File: src/rtl/attr_palette_fetch_pkg.sv
// Shared constants, stage bundle and address helper for the
// attribute-table palette fetch path.
package attr_pkg;

   localparam int ATTR_COLS         = 8;
   localparam int ATTR_ROWS         = 8;
   localparam int ATTR_BYTES_PER_NT = ATTR_COLS * ATTR_ROWS;

   localparam logic [7:0] MAX_ROW = 8'd239;

   localparam logic [1:0] Q_TL = 2'd0;
   localparam logic [1:0] Q_TR = 2'd1;
   localparam logic [1:0] Q_BL = 2'd2;
   localparam logic [1:0] Q_BR = 2'd3;

   typedef struct packed {
      logic       valid;
      logic [1:0] quad;
      logic       oob;
   } s1_t;

   // Byte index inside one 64-byte table: one byte per 32x32 block.
   function automatic logic [5:0] attr_idx(
      input logic [7:0] row,
      input logic [7:0] col
   );
      return {row[7:5], col[7:5]};
   endfunction

   function automatic logic [1:0] quad_of(
      input logic [7:0] row,
      input logic [7:0] col
   );
      return {row[4], col[4]};
   endfunction

endpackage

File: src/rtl/attr_palette_fetch_if.sv
// Pixel request, ROM and palette result signals of the fetch stage.
// slave = the fetch block, master = raster side / ROM / consumer.
interface attr_palette_fetch_if #(
   parameter int ADDR_W = 7,
   parameter int CNT_W  = 16
);

   logic              in_valid;
   logic [7:0]        in_col;
   logic [7:0]        in_row;
   logic [ADDR_W-7:0] in_nt;
   logic              flush;
   logic [ADDR_W-1:0] rom_addr;
   logic              rom_en;
   logic [7:0]        rom_data;
   logic              out_valid;
   logic [1:0]        out_pal;
   logic              out_oob;
   logic [CNT_W-1:0]  miss_cnt;

   modport slave (
      input  in_valid,
      input  in_col,
      input  in_row,
      input  in_nt,
      input  flush,
      input  rom_data,
      output rom_addr,
      output rom_en,
      output out_valid,
      output out_pal,
      output out_oob,
      output miss_cnt
   );

   modport master (
      output in_valid,
      output in_col,
      output in_row,
      output in_nt,
      output flush,
      output rom_data,
      input  rom_addr,
      input  rom_en,
      input  out_valid,
      input  out_pal,
      input  out_oob,
      input  miss_cnt
   );

endinterface

File: src/rtl/attr_palette_fetch_quad_sel.sv
// Picks the 2-bit palette select of one 16x16 quadrant
// out of an attribute byte.
module attr_quad_sel
   import attr_pkg::*;
(
   input  logic [7:0] attr,
   input  logic [1:0] quad,
   output logic [1:0] pal
);

   always_comb begin
      pal = 2'd0;
      unique case (quad)
         Q_TL: pal = attr[1:0];
         Q_TR: pal = attr[3:2];
         Q_BL: pal = attr[5:4];
         Q_BR: pal = attr[7:6];
      endcase
   end

endmodule

File: src/rtl/attr_palette_fetch.sv
// Two-stage attribute fetch: address register, then byte select
// with a one-entry cache of the last fetched attribute byte.
module attr_palette_fetch
   import attr_pkg::*;
#(
   parameter int ADDR_W = 7,
   parameter int CNT_W  = 16
) (
   input logic                clk,
   input logic                rst_n,
   attr_palette_fetch_if.slave bus
);

   if (ADDR_W < 7) begin : g_bad_addr_w
      $error("attr_palette_fetch: ADDR_W must be >= 7");
   end

   s1_t               s1;
   logic [ADDR_W-1:0] addr_q;

   logic              cache_valid;
   logic [ADDR_W-1:0] cache_tag;
   logic [7:0]        cache_byte;
   logic [CNT_W-1:0]  cnt_q;

   logic              hit;
   logic              miss;
   logic [7:0]        sel_byte;
   logic [1:0]        pal_raw;

   logic              out_valid_q;
   logic [1:0]        out_pal_q;
   logic              out_oob_q;

   always_ff @(posedge clk or negedge rst_n) begin
      if (!rst_n) begin
         s1     <= '0;
         addr_q <= '0;
      end else begin
         s1.valid <= bus.in_valid;
         if (bus.in_valid) begin
            addr_q  <= {bus.in_nt, attr_idx(bus.in_row, bus.in_col)};
            s1.quad <= quad_of(bus.in_row, bus.in_col);
            s1.oob  <= (bus.in_row > MAX_ROW);
         end
      end
   end

   // Tag written at the previous edge is visible here,
   // so back-to-back same-block requests hit.
   always_comb begin
      hit      = cache_valid && (cache_tag == addr_q);
      sel_byte = hit ? cache_byte : bus.rom_data;
      miss     = s1.valid && !s1.oob && !hit;
   end

   attr_quad_sel u_quad_sel (
      .attr (sel_byte),
      .quad (s1.quad),
      .pal  (pal_raw)
   );

   always_ff @(posedge clk or negedge rst_n) begin
      if (!rst_n) begin
         out_valid_q <= 1'b0;
         out_pal_q   <= 2'd0;
         out_oob_q   <= 1'b0;
      end else begin
         out_valid_q <= s1.valid;
         out_oob_q   <= s1.oob;
         out_pal_q   <= s1.oob ? 2'd0 : pal_raw;
      end
   end

   // Flush outranks a same-edge miss; the result itself
   // still comes straight from rom_data.
   always_ff @(posedge clk or negedge rst_n) begin
      if (!rst_n) begin
         cache_valid <= 1'b0;
         cache_tag   <= '0;
         cache_byte  <= 8'd0;
         cnt_q       <= '0;
      end else begin
         if (miss) begin
            cache_tag  <= addr_q;
            cache_byte <= bus.rom_data;
         end
         if (bus.flush) begin
            cache_valid <= 1'b0;
            cnt_q       <= '0;
         end else if (miss) begin
            cache_valid <= 1'b1;
            if (cnt_q != {CNT_W{1'b1}}) begin
               cnt_q <= cnt_q + 1'b1;
            end
         end
      end
   end

   assign bus.rom_addr  = addr_q;
   assign bus.rom_en    = miss;
   assign bus.out_valid = out_valid_q;
   assign bus.out_pal   = out_pal_q;
   assign bus.out_oob   = out_oob_q;
   assign bus.miss_cnt  = cnt_q;

endmodule

File: src/flat_wrapper.sv
// flat-port wrapper written by rule: the top's interface ports become plain ports
module attr_palette_fetch_flat import attr_pkg::*;
#(
   parameter int ADDR_W = 7,
   parameter int CNT_W  = 16
)
  (clk, rst_n, bus_in_valid, bus_in_col, bus_in_row, bus_in_nt, bus_flush, bus_rom_data, bus_rom_addr, bus_rom_en, bus_out_valid, bus_out_pal, bus_out_oob, bus_miss_cnt);
  attr_palette_fetch_if #(.ADDR_W(ADDR_W), .CNT_W(CNT_W)) bus_i ();
  input logic clk;
  input logic rst_n;
  input wire logic [$bits(bus_i.in_valid)-1:0] bus_in_valid;
  input wire logic [$bits(bus_i.in_col)-1:0] bus_in_col;
  input wire logic [$bits(bus_i.in_row)-1:0] bus_in_row;
  input wire logic [$bits(bus_i.in_nt)-1:0] bus_in_nt;
  input wire logic [$bits(bus_i.flush)-1:0] bus_flush;
  input wire logic [$bits(bus_i.rom_data)-1:0] bus_rom_data;
  output wire logic [$bits(bus_i.rom_addr)-1:0] bus_rom_addr;
  output wire logic [$bits(bus_i.rom_en)-1:0] bus_rom_en;
  output wire logic [$bits(bus_i.out_valid)-1:0] bus_out_valid;
  output wire logic [$bits(bus_i.out_pal)-1:0] bus_out_pal;
  output wire logic [$bits(bus_i.out_oob)-1:0] bus_out_oob;
  output wire logic [$bits(bus_i.miss_cnt)-1:0] bus_miss_cnt;
  assign bus_i.in_valid = bus_in_valid;
  assign bus_i.in_col = bus_in_col;
  assign bus_i.in_row = bus_in_row;
  assign bus_i.in_nt = bus_in_nt;
  assign bus_i.flush = bus_flush;
  assign bus_i.rom_data = bus_rom_data;
  assign bus_rom_addr = bus_i.rom_addr;
  assign bus_rom_en = bus_i.rom_en;
  assign bus_out_valid = bus_i.out_valid;
  assign bus_out_pal = bus_i.out_pal;
  assign bus_out_oob = bus_i.out_oob;
  assign bus_miss_cnt = bus_i.miss_cnt;
  attr_palette_fetch #(.ADDR_W(ADDR_W), .CNT_W(CNT_W)) u_core (.clk(clk), .rst_n(rst_n), .bus(bus_i));
endmodule
File: config.mk
export PLATFORM = sky130hd
export DESIGN_NAME = attr_palette_fetch_flat
export DESIGN_NICKNAME = d
export VERILOG_FILES = /design/src/rtl/attr_palette_fetch_pkg.sv /design/src/rtl/attr_palette_fetch_if.sv /design/src/rtl/attr_palette_fetch_quad_sel.sv /design/src/rtl/attr_palette_fetch.sv /design/src/flat_wrapper.sv
export SDC_FILE = /design/constraint.sdc
export NUM_CORES = 1
export LEC_CHECK = 0
export ABC_AREA = 0
export BUFFER_PORTS_ARGS = -buffer_cell sky130_fd_sc_hd__buf_2
export CORE_UTILIZATION = 57
export DETAILED_ROUTE_END_ITERATION = 6
export HOLD_SLACK_MARGIN = 0.02
export PLACE_DENSITY_LB_ADDON = 0.15
export SLEW_MARGIN = 10
export SYNTH_ARGS = -nofsm -noshare
export SYNTH_HDL_FRONTEND = slang
export SYNTH_SLANG_ARGS = --single-unit
File: constraint.sdc
create_clock -name clk -period 4.87 [get_ports clk]
set_clock_uncertainty 0.15 [all_clocks]
set_input_delay 0.7305 -clock clk [delete_from_list [all_inputs] [get_ports clk]]
set_output_delay 0.7305 -clock clk [all_outputs]
set_load 0.05 [all_outputs]
Word level (Yosys, flattened, before mapping)
Index checks and enable logic that the tools add are counted.
{ "classes": {"n_reduce_logical": 9, "mux": 8, "add_sub_neg": 1, "order_cmp": 1, "n_eq_ne": 5} }
{ "op_table": {"columns": ["op", "n"], "rows": [
  ["two-way mux 16 bit", 3],
  ["adder 16 x 1 -> 16 bit, second input constant", 1],
  ["inequality test 16 bit, second input constant", 1],
  ["> comparator 8 bit, second input constant", 1],
  ["two-way mux 8 bit", 1],
  ["one-hot mux 2 bit (4 select lines)", 1],
  ["== test 7 bit", 1],
  ["== test 2 bit, second input constant", 2],
  ["nonzero test 2 bit", 2],
  ["logical AND 1 bit", 3],
  ["== test 2 x 1 -> 1 bit, second input constant", 1],
  ["zero test 1 bit", 2],
  ["zero test 2 bit", 1],
  ["two-way mux 1 bit", 2],
  ["two-way mux 2 bit", 1],
  ["AND reduction 2 bit", 1]
]} }
{ "totals": {"elab_cells": 35, "out_inout_bits": 28, "input_bits": 29, "regBits": 47} }

Longest topological paths before layout
Gate-level depths: netlist (run 1).
{ "depth": {"depth_word": 6, "mapped_depth": 9, "depth_no_buf": 6} }

By module
A second synthesis (run 1) with hierarchy kept.
{ "unflattened": {"cells_unflattened": 188, "area_unflattened_um2": 2308.5} }
{ "by_module_without_submodules": {"columns": ["module", "instances", "seq_area_each_um2", "cells_each", "area_each_um2"], "rows": [
  ["attr_palette_fetch", 1, 1176.1, 186, 2255.9],
  ["attr_quad_sel", 1, 0.0, 2, 52.6]
]} }

Worst setup path before layout (run 1)
OpenSTA, ideal clock, no wires.
{ "synth_timing": {"path_type": "flip-flop to output port", "from": "register u_core.addr_q[3] (netlist: u_core.bus.rom_addr[3])", "to": "output port bus_rom_en", "slack_ps": 2212, "stages_incl_launch_ff": 7, "arrival_time_ps": 1778, "n_path_buf": 2, "required_time_ps": 3990, "cell_sequence": "dfrtp_1 xnor2_1 nand4_2 o31ai_4 buf_6 inv_2 buf_2"} }
{ "synth_via": {"elab_chain_cells": 4} }
{ "synth_lines": {"columns": ["item", "line", "source"], "rows": [
  ["start: declaration", "attr_palette_fetch.sv:19", "logic [ADDR_W-1:0] addr_q;"],
  ["start signal: assignment", "attr_palette_fetch.sv:42", "addr_q <= {bus.in_nt, attr_idx(bus.in_row, bus.in_col)};"],
  ["== test 7 bit", "attr_palette_fetch.sv:52", "hit = cache_valid && (cache_tag == addr_q);"],
  ["logical AND 1 bit", "attr_palette_fetch.sv:52", null],
  ["zero test 1 bit", "attr_palette_fetch.sv:54", "miss = s1.valid && !s1.oob && !hit;"],
  ["logical AND 1 bit", "attr_palette_fetch.sv:54", null],
  ["end: declaration", "flat_wrapper.sv:18", "output wire logic [$bits(bus_i.rom_en)-1:0] bus_rom_en;"]
]} }
No other way between the ends.

Worst setup path in the final report (run 1)
Ends and elaborated chain as after synthesis.

==> qor.csv, run 1 <==
metric,value,unit
status,"complete, no violations",
"Clk Latency, worst-skew pair",0.30,ns
Routed WL,4.46,mm
number of global-route vias before repair,1650,
average size of a mapped cell,10.6,um^2
ANT cells,0,
chip width,65.6,um
routed vias,1766,
critical path's largest stage delay,0.42,ns
total CTS buffers,5,
WHS,0.218,ns
# setup viols final,0,
Clock Tree Buf Depth,2,
Synth Net Count,247,
Routed wire per std cell,14.4,um
most numerous cell in the Yosys netlist,nand2_1,
fin crit period,2.67,ns
cells after synthesis,217,
initial DRC count,136,
Worst-Margin Slew,0.988,ns
RePlAce Congestion,0.726,
post-route setup slack,2.20,ns
"Async S/R FF share, synth",100,%
DRC viols,0,
core area,3770,um^2
Commonest cells post-synth,"nand2_1, dfrtp_1, a21oi_1",
Nets,291,
"Primary FF master, synth",dfrtp_1,
IO buf count,48,
"Slowest-stage cell, CP",dfrtp_1,
fin. max-slew vios,0,
FMAX,375,MHz
Synth cell types,38,
sequential-to-total area share from yosys stat,50.9,%
sum of buffers and inverters on the critical path,2,
worst hold path class,reg2reg,
cell area after technology mapping,2310,um^2
post-cts resize count,0,
VDD IR max,0.251,mV
antenna violations before repair,0,
GRT Overall Usage,24.0,%
pre-CTS WS,2.40,ns
Post-synth EDFFs,0,
Root Driver,clkbuf_8,
"Hold Violations, Final",0,
Ports,57,
Synthesis Warnings,0,
Lkg Pwr,0.00122,uW
first-pass GRT wire length,7.65,mm
Synth top area share,50.9,%
RSZ-0062 raised after global routing,no,
Top delay family on crit path,buffers and inverters,
CTS tree,yes,
cell taking the most area after synthesis,dfrtp_1,
fin crit share,54.8,%
Rows,22,
Clock transition at path regs,0.08,ns
Setup TNS,0,ns
Area Overhead vs Synth,14.3,%
largest net degree at the start of global routing,48,
gr ovfl total,0,
maxcap violations,0,
cts hold-fix bufs,0,
H-tree levels,2,
die area,4310,um^2
crit path kind,reg2out,
ratio of cells with drive above 1 in the final layout,30.7,%
Slew headroom,34.2,%
drt via density,5.72,
Post-CTS Setup Bufs,0,
CP Max Fanout,17,
Initial Util,61.2,%
Final ANT Viol Nets,0,
Die Height,65.6,um
CP endpoint kind,output pin,
Synth area leaders,"dfrtp_1, nand2_1, mux2_2",
hpwl dp,3.03,mm
clock sink count,47,
cell-by-cell trace of the critical path,xnor2_1 > nand4_2 > o31ai_4 > inv_2 > buf_2,
P per Cell Area,331,nW/um^2
Pre-Repair DR Iteration Count,4,
#FFs+latches synth,47,
critical path required time,3.99,ns
CP startpoint kind,flip-flop,
Critical Path AT,1.79,ns
-- registers in the layout, summed over array words and instances, names as in the netlist --
name                  count
u_core.bus.out_pal        2
u_core.bus.miss_cnt      16
u_core.bus.out_oob        1
u_core.s1                 4
u_core.bus.rom_addr       7
u_core.bus.out_valid      1
u_core.cache_valid        1
u_core.cache_tag          7
u_core.cache_byte         8
-- per-layer routing --
| metal | wire (um) | GRT usage, % |
|---|---|---|
| met5 | 0 | 0 |
| met4 | 87 | 10.9 |
| met3 | 194 | 5.21 |
| met2 | 2270 | 39.0 |
| met1 | 1910 | 30.4 |
-- placed cells by master (no fill, tap or decap), drive strengths merged --
cell	n
or4	10
and3	1
nand2	55
mux2	12
xnor2	7
nand4	6
ha	1
nor2b	2
o21ai	2
buf	49
nor2	12
nand3b	1
or4b	1
o31ai	10
inv	4
and4	1
or3	1
a21oi	13
nand2b	1
or2	1
o41ai	2
mux4	4
dfrtp	47
nor4	4
mux2i	3
clkbuf	6
bufinv	1
nand3	3
and2b	1
-- logic make-up (layout without fill, tap and decap cells) --
family	Yosys count	after routing	synth area share, %
xor+xnor	7	7	2.66
fa+ha+maj	1	1	0.542
mux	19	19	11.5
compound gates	27	27	7.86
flops	47	47	50.9
buf+inv	16	60	4.17
simple gates	100	100	22.3
-- layout make-up --
type | instances | area, um^2
clock buffer | 6 | 72.6
inverter | 4 | 15.0
timing repair buffer | 49 | 248
clock inverter | 1 | 30.0
sequential | 47 | 1180
multi-input combinational | 154 | 1040
fill | 285 | 1130
tap | 48 | 60.1
-- power by group --
| group | total (uW) | switching (uW) | internal [uW] |
|---|---|---|---|
| Clock | 275 | 125 | 151 |
| Combinational | 153 | 99.7 | 53.4 |
| Sequential | 445 | 24.9 | 420 |
-- per-stage QoR --
step | std cells | utilization [%] | cell area [um^2] | power [uW]
after floorplan | 217 | - | 2310 | 564
after global placement | 302 | 67.2 | 2530 | 601
after detailed placement | 302 | 67.2 | 2530 | 607
after CTS | 309 | 69.9 | 2640 | 885
after global routing | 309 | 69.9 | 2640 | 919
final | 309 | 69.9 | 2640 | 874
-- worst paths after layout --
kind	to	start	slack, ns	cells after the start
min	u_core.bus.out_valid	u_core.s1[3]	0.22	0
max	bus_rom_en	u_core.bus.rom_addr[3]	2.20	5
max reg2reg	u_core.bus.miss_cnt[13]	u_core.bus.miss_cnt[0]	2.37	6
min in group asynchronous	u_core.bus.miss_cnt[13]	rst_n	0.44	1
max in group asynchronous	u_core.bus.rom_addr[1]	rst_n	3.52	1
min reg2reg	u_core.bus.out_valid	u_core.s1[3]	0.22	0
(Power assumes the default switching activity.)
==> run 2: changes to the inputs <==
--- a/config.mk
+++ b/config.mk
@@ -5,9 +5,9 @@
 export SDC_FILE = /design/constraint.sdc
 export NUM_CORES = 1
 export LEC_CHECK = 0
-export ABC_AREA = 0
+export ABC_AREA = 1
 export BUFFER_PORTS_ARGS = -buffer_cell sky130_fd_sc_hd__buf_2
-export CORE_UTILIZATION = 57
+export CORE_UTILIZATION = 54
 export DETAILED_ROUTE_END_ITERATION = 6
 export HOLD_SLACK_MARGIN = 0.02
 export PLACE_DENSITY_LB_ADDON = 0.15
==> constraint.sdc (replaced) <==
create_clock -name clk -period 2.7 [get_ports clk]
set_clock_uncertainty 0.15 [all_clocks]
set_input_delay 0.405 -clock clk [delete_from_list [all_inputs] [get_ports clk]]
set_output_delay 0.405 -clock clk [all_outputs]
set_load 0.05 [all_outputs]
==> run 2 against run 1 <==
  * The run now ends with design-rule violations left
  * Largest power group unchanged
  * Critical endpoint unchanged
  * Power rose by 87%
  * Global-route usage rose by 0.32 points
  * Setup slack got worse by 1.8 ns
  * First-iteration DRC count rose by 2.9%
==> qor.csv, run 2 <==
metric,value,unit,change
P per Cell Area,556,nW/um^2,+68%
RePlAce Congestion,0.957,,+32%
Synth top area share,46.4,%,-4.5 points
hpwl dp,3.96,mm,+31%
fin crit period,2.32,ns,
combinational share of power,19.2,%,+1.7 points
"Primary FF master, synth",dfrtp_1,,
number of cells after detailed placement,436,,+44%
initial DRC count,140,,+2.9%
total CTS buffers,5,,unchanged
Commonest cells post-synth,"nand2_1, dfrtp_1, inv_1",,
Clock transition at path regs,0.09,ns,about the same
switching power share of the total,31.6,%,+3.1 points
area of the multi-input gates,1140,um^2,+10%
Lkg Pwr,0.00160,uW,+31%
status,"finished, violations left",,
sequential-to-total area share from yosys stat,46.4,%,-4.5 points
Final ANT Viol Nets,0,,unchanged
"most common cell after layout, fill and taps aside",nand2_1,,
crit path kind,reg2out,,
# setup viols final,0,,unchanged
Initial Util,57.0,%,-4.2 points
Nets,422,,+45%
CP Max Fanout,12,,-5
Die Height,70.5,um,+7.4%
cell area after technology mapping,2530,um^2,+9.8%
chip width,70.5,um,+7.4%
cells after synthesis,341,,+57%
Post-CTS Setup Bufs,0,,unchanged
first-pass GRT wire length,9.45,mm,+23%
die area,4970,um^2,+15%
Synth area leaders,"dfrtp_1, nand2_1, nand3_1",,
RSZ-0062 raised after global routing,no,,
number of global-route vias before repair,2142,,+30%
CP most frequent cell,nand2_1,,
Ports,57,,unchanged
fin. max-slew vios,0,,unchanged
Finished Layout Cells,445,,+44%
Synthesis Warnings,0,,unchanged
post-cts resize count,0,,unchanged
VDD IR max,0.317,mV,+26%
clock share of power,32.2,%,+0.7 points
antenna violations before repair,0,,unchanged
Synth cell types,25,,-34%
drt via density,5.12,,-10%
most numerous cell in the Yosys netlist,nand2_1,,
clock sink count,47,,unchanged
worst hold path class,in2reg,,
WHS Path Cells,3,,+3
Rows,24,,+9.1%
critical path required time,2.14,ns,-1.85 ns
Pre-Repair DR Iteration Count,6,,+2
maxcap violations,0,,unchanged
DRC viols,6,,+6
Synth Net Count,371,,+50%
Reg2Reg Depth,10,,+4
Clock Tree Buf Depth,2,,unchanged
FMAX,431,MHz,
ratio of cells with drive above 1 in the final layout,18.3,%,-12 points
P_int,1120,uW,+79%
largest net degree at the start of global routing,32,,-33%
Setup TNS,0,ns,unchanged
ANT cells,0,,unchanged
CTS tree,yes,,
Worst-Margin Slew,0.398,ns,-0.590 ns
Seq pwr share,48.5,%,-2.5 points
failing checks,design-rule violations,,
core area,4440,um^2,+18%
Psw,518,uW,+110%
GRT Overall Usage,24.3,%,+0.32 points
"Hold Violations, Final",0,,unchanged
average size of a mapped cell,7.43,um^2,-30%
critical path's largest stage delay,0.42,ns,about the same
Routed WL,5.37,mm,+20%
routed vias,2280,,+29%
CP endpoint kind,output pin,,
Routed wire per std cell,12.1,um,-16%
CP startpoint kind,flip-flop,,
register area,1180,um^2,unchanged
fill count,401,,+41%
Area Overhead vs Synth,16.1,%,
IO buf count,48,,unchanged
Critical Path AT,1.77,ns,-0.02 ns
Slew headroom,73.5,%,+39 points
most frequent cells in the layout,"nand2_1, buf_2, dfrtp_1, inv_1, nand3_1",,
"Async S/R FF share, synth",100,%,unchanged
#FFs+latches synth,47,,unchanged
Largest register FFs,16,,unchanged
"Slowest-stage cell, CP",dfrtp_1,,
Post-synth EDFFs,0,,unchanged
"Clk Latency, worst-skew pair",0.31,ns,about the same
cell-by-cell trace of the critical path,inv_1 > nand2_1 > nand2_1 > inv_1 > nand2_1 > nor2_2 > a21oi_4 > buf_2,,
H-tree levels,2,,unchanged
gr ovfl total,0,,unchanged
cell taking the most area after synthesis,dfrtp_1,,
Root Driver,clkbuf_8,,
fin crit share,86.0,%,
[run 2: cells by family (layout without fill, tap and decap cells)]
kind of cell               count (synthesis)  after routing  synth area share [%]
xor gates and xnor gates                  13             13                  4.49
adders and majority gates                  1              1                 0.494
AOI/OAI and AO/OA                         34             34                  7.31
buffers and inverters                     55            107                  8.59
DFF                                       47             47                  46.4
and+or+nand+nor                          191            191                  32.7
[run 2: final timing paths]
path | from | endpoint | slack (ns)
max | u_core.bus.rom_addr[3] | bus_rom_en | 0.38
min | bus_in_col[6] | u_core.bus.rom_addr[1] | 0.15
max reg2reg | u_core.bus.miss_cnt[0] | u_core.bus.miss_cnt[12] | 0.65
min reg2reg | u_core.s1[3] | u_core.bus.out_valid | 0.24
max in group asynchronous | rst_n | u_core.bus.miss_cnt[9] | 1.28
min in group asynchronous | rst_n | u_core.bus.rom_addr[1] | 0.39
[run 2: routing by layer]
layer | share of wire, % | vias to the layer above | track usage (%)
met5 | 0 | - | 0
met4 | 2.2 | 0 | 13.2
met3 | 4.2 | 13 | 4.18
met2 | 47 | 60 | 38.6
met1 | 47 | 1039 | 31.9
li1 | - | 1168 | -
[run 2: layout make-up]
type	instances	share of cell area (%)
clock inverters	3	1.49
inverters	47	5.99
well taps	52	2.21
clock buffers	5	2.34
flip-flops and latches	47	40.0
repair buffers	52	9.27
multi-input cells	239	38.7
[run 2: critical path, delay by kind of cell, from the launching register on]
family	cells	cell delay [ns]
flip-flops	1	0.42
AO/OA/AOI/OAI	1	0.31
buffers and inverters	3	0.45
AND/OR/NAND/NOR	4	0.27
[run 2: through the flow]
step / hold slack (ns) / instance area [um^2] / power (uW) / setup slack [ns] / util [%]
after floorplan: -0.0406 / 2530 / 1030 / 0.283 / -
after global placement: 0.194 / 2820 / 1120 / 0.696 / 63.5
after detailed placement: 0.196 / 2820 / 1120 / 0.653 / 63.5
after CTS: 0.148 / 2940 / 1660 / 0.374 / 66.2
after global routing: 0.155 / 2940 / 1720 / 0.246 / 66.2
final: 0.148 / 2940 / 1640 / 0.378 / 66.2
[run 2: repair_timing]
item | 4_1_cts | 5_1_grt
hold endpoints to repair | 16 | 0
hold buffers | 1 | 0
setup endpoints to repair | 0 | 0
[run 2: power groups by stage]
stage / Clock [uW] / Combinational, uW / Sequential, uW
floorplan: 0 / 157 / 874
global placement: 0 / 310 / 806
detailed placement: 0 / 316 / 809
CTS: 545 / 318 / 795
global route: 567 / 356 / 801
finish: 528 / 315 / 795
==> run 3: changes to the inputs <==
--- a/config.mk
+++ b/config.mk
@@ -6,9 +6,10 @@
 export NUM_CORES = 1
 export LEC_CHECK = 0
 export ABC_AREA = 1
-export BUFFER_PORTS_ARGS = -buffer_cell sky130_fd_sc_hd__buf_2
-export CORE_UTILIZATION = 54
+export CORE_UTILIZATION = 63
 export DETAILED_ROUTE_END_ITERATION = 6
+export DONT_BUFFER_PORTS = 1
+export GPL_TIMING_DRIVEN = 0
 export HOLD_SLACK_MARGIN = 0.02
 export PLACE_DENSITY_LB_ADDON = 0.15
 export SLEW_MARGIN = 10
==> run 3 against run 2 <==
  * The run now ends clean
  * Cell count shrank 11%
  * Power shrank 8.8%
  * Critical path type unchanged
  * Sequential share of layout area grew 3.5 points
  * Register-to-register slack lost 0.36 ns
  * Global-route usage grew 5.5 points
  * Count of clock-buffer cells in the layout grew 1
==> qor.csv, run 3 (synthesis gave the netlist of run 2 again) <==
metric,value,unit,change
ANT cells,0,,unchanged
CP startpoint kind,flip-flop,,
DRC viols,0,,-6
Lkg Pwr,0.00137,uW,-14%
VDD IR max,0.477,mV,+51%
Pre-Repair DR Iteration Count,4,,-2
CP most frequent cell,nand2_1,,
"Clk Latency, worst-skew pair",0.30,ns,about the same
Worst-Margin Slew,0.605,ns,+0.207 ns
CP Max Fanout,10,,-2
drt via density,5.57,,+8.6%
fin. max-slew vios,0,,unchanged
critical path's largest stage delay,0.55,ns,+0.13 ns
Worst Hold Launch,bus_in_row[7],,
register area,1180,um^2,+0.74%
critical path required time,2.14,ns,about the same
area of the multi-input gates,1140,um^2,unchanged
Die Height,65.4,um,-7.2%
number of cells after detailed placement,389,,-11%
hpwl dp,3.97,mm,+0.26%
Area Overhead vs Synth,7.60,%,
FMAX,389,MHz,-9.8%
first-pass GRT wire length,9.54,mm,+0.94%
gr ovfl total,0,,unchanged
cell-by-cell trace of the critical path,inv_1 > nand2_1 > nand2_1 > nand2_1 > nor2_2 > a21oi_4 > clkbuf_4,,
RSZ-0062 raised after global routing,no,,
die area,4280,um^2,-14%
GRT Overall Usage,29.8,%,+5.5 points
Ports,57,,unchanged
Routed wire per std cell,14.3,um,+19%
fill count,298,,-26%
most frequent cells in the layout,"nand2_1, inv_1, dfrtp_1, nand3_1, o21ai_0",,
reg2reg setup slack,0.29,ns,-0.36 ns
Finished Layout Cells,398,,-11%
maxcap violations,0,,unchanged
worst hold path class,in2reg,,
Reg2Reg Depth,11,,+1
crit path kind,reg2out,,
Min-Delay Endpoint,u_core.bus.rom_addr[5],,
core area,3770,um^2,-15%
chip width,65.4,um,-7.2%
origin of the critical flop-to-flop path,u_core.bus.miss_cnt[0],,
antenna violations before repair,0,,unchanged
number of global-route vias before repair,2130,,-0.56%
post-route setup slack,0.127,ns,-0.251 ns
largest net degree at the start of global routing,48,,+50%
Clock Tree Buf Depth,2,,unchanged
Root Driver,clkbuf_8,,
"Hold Violations, Final",0,,unchanged
# setup viols final,0,,unchanged
Post-CTS Setup Bufs,0,,unchanged
IO buf count,0,,-100%
pre-CTS WS,-0.0676,ns,-0.721 ns
Nets,381,,-9.7%
Routed WL,5.71,mm,+6.3%
Largest register FFs,16,,unchanged
CTS tree,yes,,
Clock transition at path regs,0.08,ns,about the same
worst r2r dst,u_core.bus.miss_cnt[11],,
Final ANT Viol Nets,0,,unchanged
fin crit period,2.57,ns,+0.251 ns
routed vias,2215,,-2.9%
Critical Path AT,2.02,ns,+0.25 ns
clock sink count,47,,unchanged
initial DRC count,179,,+28%
"most common cell after layout, fill and taps aside",nand2_1,,
CP endpoint kind,output pin,,
Slew headroom,59.7,%,-14 points
Rows,22,,-8.3%
fin crit share,95.3,%,+9.3 points
status,"complete, no violations",,
total CTS buffers,5,,unchanged
H-tree levels,2,,unchanged
Initial Util,67.2,%,+10 points
"Slowest-stage cell, CP",dfrtp_2,,
P per Cell Area,548,nW/um^2,-1.5%
WHS Path Cells,2,,-1
RePlAce Congestion,0.910,,-4.9%
ratio of cells with drive above 1 in the final layout,8.29,%,-10 points
-- run 3: layout make-up --
| cell class | count | share of cell area (%) |
|---|---|---|
| Clock buffer | 6 | 2.66 |
| Timing Repair Buffer | 3 | 1.74 |
| Multi-Input combinational cell | 239 | 41.8 |
| Sequential cell | 47 | 43.5 |
| Inverter | 47 | 6.47 |
| Buffer | 8 | 1.65 |
| Tap cell | 48 | 2.20 |
-- run 3: worst max path at each step --
stage	slack, ns	to	cells after the start	from
after CTS	0.003	bus_rom_en	7	u_core.bus.rom_addr[2]
final	0.13	bus_rom_en	7	u_core.bus.rom_addr[2]
after global placement	-0.07	bus_rom_en	7	u_core.bus.rom_addr[6]
after global routing	0.03	bus_rom_en	7	u_core.bus.rom_addr[2]
after floorplan	0.28	bus_rom_en	7	u_core.bus.rom_addr[4]
after detailed placement	-0.07	bus_rom_en	7	u_core.bus.rom_addr[2]
-- run 3: through the flow --
step                TNS [ns]  utilization [%]  power (uW)  cell area [um^2]  hold slack [ns]
floorplan                  0                -        1030              2530          -0.0406
global route               0             72.3        1570              2730           0.0693
detailed placement    -0.130             68.8        1080              2590          -0.0395
finish                     0             72.3        1490              2730           0.0765
global placement      -0.130             68.8        1070              2590          -0.0396
CTS                        0             72.1        1490              2720           0.0756
-- run 3: where the power goes --
| group | internal [uW] | switching, uW | total [uW] |
|---|---|---|---|
| clock network | 173 | 224 | 397 |
| registers | 758 | 115 | 873 |
| logic | 70.7 | 154 | 225 |
-- run 3: what timing repair did --
| item | in CTS | in global routing |
|---|---|---|
| setup endpoints to repair | 10 | 1 |
| hold buffers | 3 | 0 |
| resized for setup | 2 | 7 |
| hold endpoints to repair | 48 | 0 |
| cloned | 0 | 0 |
-- run 3: layer usage --
| metal | global-route usage (%) | vias up | wire length, um |
|---|---|---|---|
| met5 | 0 | - | 0 |
| met4 | 14.7 | 0 | 171 |
| met3 | 8.16 | 16 | 397 |
| met2 | 50.5 | 72 | 2790 |
| met1 | 34.4 | 1046 | 2360 |
| li1 | - | 1081 | - |
-- run 3: worst max-delay path, delay by kind of cell, from the launching register on --
kind,cells,cell delay [ns]
DFF,1,0.55
AOI/OAI and AO/OA,1,0.34
buffers and inverters,2,0.49
and+or+nand+nor,4,0.34
